File: config.mk
export PLATFORM = sky130hd
export DESIGN_NAME = ex_issue_stage
export DESIGN_NICKNAME = d
export VERILOG_FILES = /design/src/rtl/ex_issue_stage.sv
export SDC_FILE = /design/constraint.sdc
export NUM_CORES = 1
export LEC_CHECK = 0
export CAP_MARGIN = 25
export CORE_MARGIN = 4
export CORE_UTILIZATION = 30
export DETAILED_ROUTE_END_ITERATION = 10
export PLACE_DENSITY_LB_ADDON = 0.12
export SLEW_MARGIN = 10
export SYNTH_ARGS = -nofsm -noshare
export SYNTH_HDL_FRONTEND = slang
export SYNTH_SLANG_ARGS = --single-unit
export TNS_END_PERCENT = 100
File: constraint.sdc
create_clock -name clock -period 4.1 [get_ports clock]
set_input_delay 0.82 -clock clock [delete_from_list [all_inputs] [get_ports clock]]
set_output_delay 0.82 -clock clock [all_outputs]
set_load 0.02 [all_outputs]
File: src/rtl/ex_issue_stage.sv
// ID/EX pipeline register with MEM/WB operand forwarding and load-use bubble insertion.
// Outputs drive the execute ALU directly; control outputs are gated by ex_valid.
module ex_issue_stage #(
  parameter int XLEN  = 32,
  parameter int RADDR = 5
) (
  input  logic             clock,
  input  logic             reset,
  input  logic             id_valid,
  output logic             id_ready,
  input  logic [XLEN-1:0]  id_pc,
  input  logic [RADDR-1:0] id_rs1,
  input  logic [RADDR-1:0] id_rs2,
  input  logic [RADDR-1:0] id_rd,
  input  logic             id_uses_rs1,
  input  logic             id_uses_rs2,
  input  logic [XLEN-1:0]  id_rs1_data,
  input  logic [XLEN-1:0]  id_rs2_data,
  input  logic [XLEN-1:0]  id_imm,
  input  logic [1:0]       id_a_sel,
  input  logic             id_b_sel,
  input  logic [5:0]       id_ALU_Control,
  input  logic             id_branch_op,
  input  logic             id_reg_write,
  input  logic             id_mem_read,
  input  logic             id_mem_write,
  input  logic [RADDR-1:0] mem_rd,
  input  logic             mem_reg_write,
  input  logic [XLEN-1:0]  mem_result,
  input  logic [RADDR-1:0] wb_rd,
  input  logic             wb_reg_write,
  input  logic [XLEN-1:0]  wb_result,
  input  logic             ex_stall,
  input  logic             flush,
  output logic             ex_valid,
  output logic [XLEN-1:0]  operand_A,
  output logic [XLEN-1:0]  operand_B,
  output logic [5:0]       ALU_Control,
  output logic             branch_op,
  output logic [XLEN-1:0]  ex_pc,
  output logic [RADDR-1:0] ex_rd,
  output logic             ex_reg_write,
  output logic             ex_mem_read,
  output logic             ex_mem_write,
  output logic [XLEN-1:0]  ex_store_data
);

  logic             valid_q;
  logic [XLEN-1:0]  pc_q;
  logic [RADDR-1:0] rs1_q, rs2_q, rd_q;
  logic [XLEN-1:0]  rs1_data_q, rs2_data_q, imm_q;
  logic [1:0]       a_sel_q;
  logic             b_sel_q;
  logic [5:0]       alu_q;
  logic             branch_q, regw_q, memr_q, memw_q;

  logic             load_use;
  logic [XLEN-1:0]  fwd_rs1, fwd_rs2, b_raw;
  logic             is_shift;

  assign load_use = valid_q & memr_q & (rd_q != '0) & id_valid &
                    ((id_uses_rs1 & (id_rs1 == rd_q)) | (id_uses_rs2 & (id_rs2 == rd_q)));

  assign id_ready = !ex_stall & !load_use & !flush;

  always_ff @(posedge clock or negedge reset) begin
    if (!reset) begin
      valid_q    <= 1'b0;
      pc_q       <= '0;
      rs1_q      <= '0;
      rs2_q      <= '0;
      rd_q       <= '0;
      rs1_data_q <= '0;
      rs2_data_q <= '0;
      imm_q      <= '0;
      a_sel_q    <= '0;
      b_sel_q    <= 1'b0;
      alu_q      <= '0;
      branch_q   <= 1'b0;
      regw_q     <= 1'b0;
      memr_q     <= 1'b0;
      memw_q     <= 1'b0;
    end else if (!ex_stall) begin
      if (flush || load_use) begin
        // Bubble: datapath fields are don't-care, only validity and control are cleared.
        valid_q  <= 1'b0;
        branch_q <= 1'b0;
        regw_q   <= 1'b0;
        memr_q   <= 1'b0;
        memw_q   <= 1'b0;
      end else begin
        valid_q    <= id_valid;
        pc_q       <= id_pc;
        rs1_q      <= id_rs1;
        rs2_q      <= id_rs2;
        rd_q       <= id_rd;
        rs1_data_q <= id_rs1_data;
        rs2_data_q <= id_rs2_data;
        imm_q      <= id_imm;
        a_sel_q    <= id_a_sel;
        b_sel_q    <= id_b_sel;
        alu_q      <= id_ALU_Control;
        branch_q   <= id_branch_op;
        regw_q     <= id_reg_write;
        memr_q     <= id_mem_read;
        memw_q     <= id_mem_write;
      end
    end
  end

  function automatic logic [XLEN-1:0] fwd(input logic [RADDR-1:0] idx,
                                          input logic [XLEN-1:0]  reg_val,
                                          input logic [RADDR-1:0] m_rd,
                                          input logic             m_we,
                                          input logic [XLEN-1:0]  m_val,
                                          input logic [RADDR-1:0] w_rd,
                                          input logic             w_we,
                                          input logic [XLEN-1:0]  w_val);
    logic [XLEN-1:0] r;
    r = reg_val;
    if (idx == '0)                   r = '0;
    else if (m_we && (m_rd == idx))  r = m_val;
    else if (w_we && (w_rd == idx))  r = w_val;
    return r;
  endfunction

  always_comb begin
    fwd_rs1 = fwd(rs1_q, rs1_data_q, mem_rd, mem_reg_write, mem_result,
                  wb_rd, wb_reg_write, wb_result);
    fwd_rs2 = fwd(rs2_q, rs2_data_q, mem_rd, mem_reg_write, mem_result,
                  wb_rd, wb_reg_write, wb_result);

    case (a_sel_q)
      2'b00:   operand_A = fwd_rs1;
      2'b01:   operand_A = pc_q;
      default: operand_A = '0;
    endcase

    b_raw    = b_sel_q ? imm_q : fwd_rs2;
    is_shift = (alu_q == 6'b000001) || (alu_q == 6'b000101) || (alu_q == 6'b001101);
    operand_B = is_shift ? {{(XLEN-5){1'b0}}, b_raw[4:0]} : b_raw;
  end

  assign ex_valid      = valid_q;
  assign ALU_Control   = alu_q;
  assign branch_op     = branch_q & valid_q;
  assign ex_pc         = pc_q;
  assign ex_rd         = rd_q;
  assign ex_reg_write  = regw_q & valid_q;
  assign ex_mem_read   = memr_q & valid_q;
  assign ex_mem_write  = memw_q & valid_q;
  assign ex_store_data = fwd_rs2;

endmodule

Word level (Yosys, flattened, before mapping)
Cells that the tools add are included.
{ "totals": {"word_cells": 68, "out_inout_bits": 145, "input_bits": 239, "regBits": 157} }
{ "op_classes": {"bitwise": 14, "reduce_logical": 15, "muxes": 14, "n_eq_ne": 10} }
{ "op_table": {"columns": ["operator", "n"], "rows": [
  ["2-to-1 mux 32 bit", 8],
  ["one-hot mux 32 bit (2 select lines)", 1],
  ["equality test 5 bit", 6],
  ["bitwise AND 1 bit", 11],
  ["logical NOT 5 bit", 2],
  ["equality test 6 x 1 -> 1 bit (second input constant)", 1],
  ["equality test 6 x 3 -> 1 bit (second input constant)", 1],
  ["equality test 6 x 4 -> 1 bit (second input constant)", 1],
  ["2-to-1 mux 1 bit", 5],
  ["nonzero test 5 bit", 1],
  ["logical AND 1 bit", 4],
  ["logical NOT 1 bit", 3],
  ["logical OR 1 bit", 3],
  ["equality test 2 x 1 -> 1 bit (second input constant)", 1],
  ["logical NOT 2 bit", 1],
  ["inverter 1 bit", 2],
  ["AND reduction 2 bit", 1],
  ["bitwise OR 1 bit", 1]
]} }

Depth between registers and ports, before layout
{ "depth": {"word_depth": 7, "mapped_depth": 7, "mapped_depth_nobuf": 5} }

Worst setup path before layout
OpenSTA, ideal clock, no wires.
{ "synth_timing": {"path_kind": "input port to output port", "start": "in wb_rd[3]", "end": "out operand_B[10]", "path_stages": 6, "slack_ps": 804, "arrival_ps": 2476, "path_cell_list": "xor2_1 nor4_1 clkbuf_1 and3_1 a211oi_1 o21ai_0"} }
{ "synth_between": {"elab_chain_len": 7} }
{ "synth_rtl": {"columns": ["element", "line_no", "source"], "rows": [
  ["start, declared", "30", "input logic [RADDR-1:0] wb_rd,"],
  ["equality test 5 bit", "123", "else if (w_we && (w_rd == idx)) r = w_val;"],
  ["logical AND 1 bit", "123", null],
  ["2-to-1 mux 32 bit", "123", null],
  ["2-to-1 mux 32 bit", "122", "else if (m_we && (m_rd == idx)) r = m_val;"],
  ["2-to-1 mux 32 bit", "121", "if (idx == '0) r = '0;"],
  ["2-to-1 mux 32 bit", "139", "b_raw = b_sel_q ? imm_q : fwd_rs2;"],
  ["2-to-1 mux 32 bit", "141", "operand_B = is_shift ? {{(XLEN-5){1'b0}}, b_raw[4:0]} : b_raw;"],
  ["end, declared", "37", "output logic [XLEN-1:0] operand_B,"]
]} }
No other way between the ends.

Worst setup path in the final report
{ "layout_timing": {"start": "in wb_rd[3]", "end": "out operand_A[1]"} }
{ "layout_between": {"elab_chain_len": 6} }
{ "layout_rtl": {"columns": ["element", "line_no", "source"], "rows": [
  ["equality test 5 bit", "123", null],
  ["logical AND 1 bit", "123", null],
  ["2-to-1 mux 32 bit", "123", null],
  ["2-to-1 mux 32 bit", "122", null],
  ["2-to-1 mux 32 bit", "121", null],
  ["one-hot mux 32 bit (2 select lines)", "133", "case (a_sel_q)"],
  ["end, declared", "36", "output logic [XLEN-1:0] operand_A,"]
]} }
No other way between the ends.

==> flow_summary.yaml <==
floorplan:
  dieArea_um2: 31100
  fp.dieH_um: 176
  die_x_um: 176
  initial_core_util: 0.305
  rows: 61
  core-area_um2: 27900
  ioPinCount: 384
synth:
  ys_types: 31
  synth_edf_count: 0
  synthCells: 793
  async_reset_ff_frac: 1.00
  syn_area_um2: 8490
  synth-seq-cells: 157
  yosys_warnings: 0
  ys.flop_type: "dfrtp_1"
  syn-num-nets: 1032
  ys_seq_area_frac: 0.463
  syn_avg_cell_area_um2: 10.7
clock_tree:
  cts_made_buffers: 17
  cts_hold_buffers: 0
  cts_setup_buffers: 0
  root_buffer: "clkbuf_16"
  clock_sinks: 157
  cts_tree: "yes"
  clk_pin_slew_ns: 0.07
  htree_levels: 4
  clkLatencyLatePin_ns: 0.42
  ctsLongestPathBuffers: 2
timing:
  worst_slew_pin_slew_ns: 0.759
  skew_ns: 0.0130
  slew_viol_final: 0
  fin_hold_ws_ns: 0.409
  finalSetupViolCount: 0
  relSlewSlack: 0.494
  max_freq_ghz: 0.247
  period_needed_ns: 4.04
  worst_slack_ns: 0.0567
  hold_violations: 0
  fin_crit_sh: 0.986
critical_path:
  slowest_stage: "clkdlybuf4s50_1"
  cp.arrival_ns: 3.22
  critPathBufInv: 3
  critPathLaunch: "wb_rd[3]"
  critPathMaxFanout: 23
  path_common_cell: "clkdlybuf4s50_1"
  crit_path_max_incr_delay_ns: 0.66
  startpoint_type: "primary input"
  path_cells: "clkdlybuf4s50_1, xor2_1, nor4_1, and3_2, buf_12, mux2i_1, o221ai_1, clkdlybuf4s50_1"
  worstSetupEndpointType: "output pin"
  worstSetupPathType: "in2out"
  cp_top_family: "buffers and inverters"
  r2r-start: "ex_rd[1]$_DFFE_PN0P_"
  worstPathRequired_ns: 3.28
cells_and_area:
  post_route_cells_drive_above_1_share: 0.110
  nFillCells: 2621
  fin_nets: 1414
  post-route-util: 0.495
  area_growth_pct: 62.4
  finalNonFillerCells: 1568
power:
  design_power_total_w: 0.00566
  pwr-share-comb: 0.362
  seqPwrFrac: 0.343
  clkPwrFrac: 0.295
  power_density_nw_per_um2: 411
  leakagePower_nw: 6.04
  p_switching_w: 0.00186
  ir_drop_mv: 0.255
  swShare: 0.329
  p_int_w: 0.00380
global_route:
  grt_max_degree: 78
  grt_remaining_overflow: 0
  grt_antenna_before_repair: 4
  grt_pass1_wl_um: 49900
  grt_use_total: 0.210
  grt_pass1_vias: 8092
run_status:
  status: "completed"
placed_design:
  hpwl_um: 25000
  port_buffers: 383
  dp.cells: 1534
  gp_congestion: 0.834
  pre_cts_ws_ns: -0.0195
routing:
  ant_nets: 0
  drc: 0
  wl_per_cell_um: 21.3
  dr.pass1.iters: 7
  num_vias: 7690
  vias_per_cell: 4.90
  drt_iter0_drc: 355
  wl_um: 33400
min_path:
  hold_path.class: "in2async"
flow_run:
  drv_cap: 0
-- cell type report --
type | count | area (um^2) | share of cell area
diodes | 3 | 7.51 | 0.000545
clock inverters | 12 | 163 | 0.0118
inverters | 33 | 124 | 0.00899
flip-flops and latches | 157 | 3930 | 0.285
multi-input cells | 544 | 4220 | 0.306
repair buffers | 422 | 4430 | 0.321
well taps | 378 | 473 | 0.0343
clock buffers | 19 | 443 | 0.0321
-- power groups by stage --
stage	clock network, W	registers [W]	logic [W]
after floorplan	0	0.00199	0.000893
after global placement	0	0.00196	0.00208
after detailed placement	0	0.00197	0.00208
after CTS	0.00172	0.00194	0.00209
after global routing	0.00178	0.00197	0.00220
final	0.00167	0.00194	0.00205
-- cells by family after synthesis --
group | count (synthesis) | synth area share
multiplexers | 184 | 0.239
AO/OA/AOI/OAI | 171 | 0.129
buffers and inverters | 92 | 0.0522
XOR/XNOR | 30 | 0.0309
AND/OR/NAND/NOR | 159 | 0.0864
flip-flops | 157 | 0.463
-- Yosys cell counts, types with 4 or more instances --
| library cell | number | area [um^2] |
|---|---|---|
| a211oi_1 | 33 | 248 |
| a22o_1 | 5 | 43.8 |
| and2_1 | 7 | 43.8 |
| and3_1 | 34 | 213 |
| buf_2 | 6 | 30.0 |
| buf_4 | 4 | 30.0 |
| buf_6 | 10 | 113 |
| clkbuf_1 | 39 | 146 |
| dfrtp_1 | 157 | 3930 |
| inv_1 | 33 | 124 |
| mux2_1 | 114 | 1280 |
| mux2_2 | 38 | 428 |
| mux2i_1 | 32 | 320 |
| nand2_1 | 70 | 263 |
| nor2_1 | 35 | 131 |
| o21ai_0 | 97 | 485 |
| o221ai_1 | 32 | 280 |
| xnor2_1 | 18 | 158 |
| xor2_1 | 12 | 105 |
-- metrics by stage --
stage,TNS [ns],area (um^2)
global placement,-0.0206,13000
floorplan,0,8490
finish,0,13800
CTS,0,13600
detailed placement,-0.0224,13000
global route,-0.00930,13800
-- sequential cells by signal, indices dropped and copies added (netlist names) --
register	cells
a_sel_q	2
rs2_data_q	32
rs1_q	5
branch_q	1
memr_q	1
rs1_data_q	32
memw_q	1
ex_pc	32
ex_rd	5
rs2_q	5
b_sel_q	1
imm_q	32
regw_q	1
ALU_Control	6
ex_valid	1
-- path summary, 6_finish.rpt --
path / endpoint / slack, ns / cells after the start
max in group asynchronous: ALU_Control[3]$_DFFE_PN0P_ / 2.80 / 2
worst min register to register: rs1_data_q[0]$_DFFE_PN0P_ / 0.49 / 1
worst min-delay path: ex_rd[1]$_DFFE_PN0P_ / 0.41 / 1
worst max-delay path: operand_A[1] / 0.06 / 8
worst max register to register: rs2_q[1]$_DFFE_PN0P_ / 1.02 / 6
min in group clock: rs1_data_q[0]$_DFFE_PN0P_ / 0.49 / 1
-- routing by layer --
layer / up-vias / track usage / part of all wire
li1: 3623 / - / -
met1: 3772 / 0.260 / 0.41
met2: 259 / 0.362 / 0.50
met3: 34 / 0.0567 / 0.066
met4: 2 / 0.0604 / 0.020
met5: - / 0 / 0.00039
-- layout by cell type (no fill, tap or decap), types with 2 or more instances in the layout --
cell	instances
and3_1	33
buf_4	24
xnor2_1	18
dlymetal6s2s_1	41
nand2_2	2
clkinvlp_4	2
mux2i_1	32
nand2_1	68
o21ai_0	97
nor2_1	34
and2_1	7
nor4_1	2
mux2_1	114
dfrtp_1	157
inv_6	2
o221ai_1	32
inv_1	33
bufinv_16	3
clkinv_4	4
diode_2	3
nor3_1	2
a211oi_1	20
a22o_1	5
clkdlybuf4s50_1	338
xor2_1	12
a211oi_2	13
buf_12	16
nand4_1	3
dlygate4sd2_1	2
mux2_2	38
clkbuf_16	17
-- timing repair --
| action | in CTS | in global routing |
|---|---|---|
| endpoints found under the setup margin | 3 | 54 |
| resized for setup | 3 | 53 |
| hold endpoints to repair | 0 | 0 |
| pin swaps | 0 | 0 |
No activity file was read; power rests on OpenSTA's default activity.
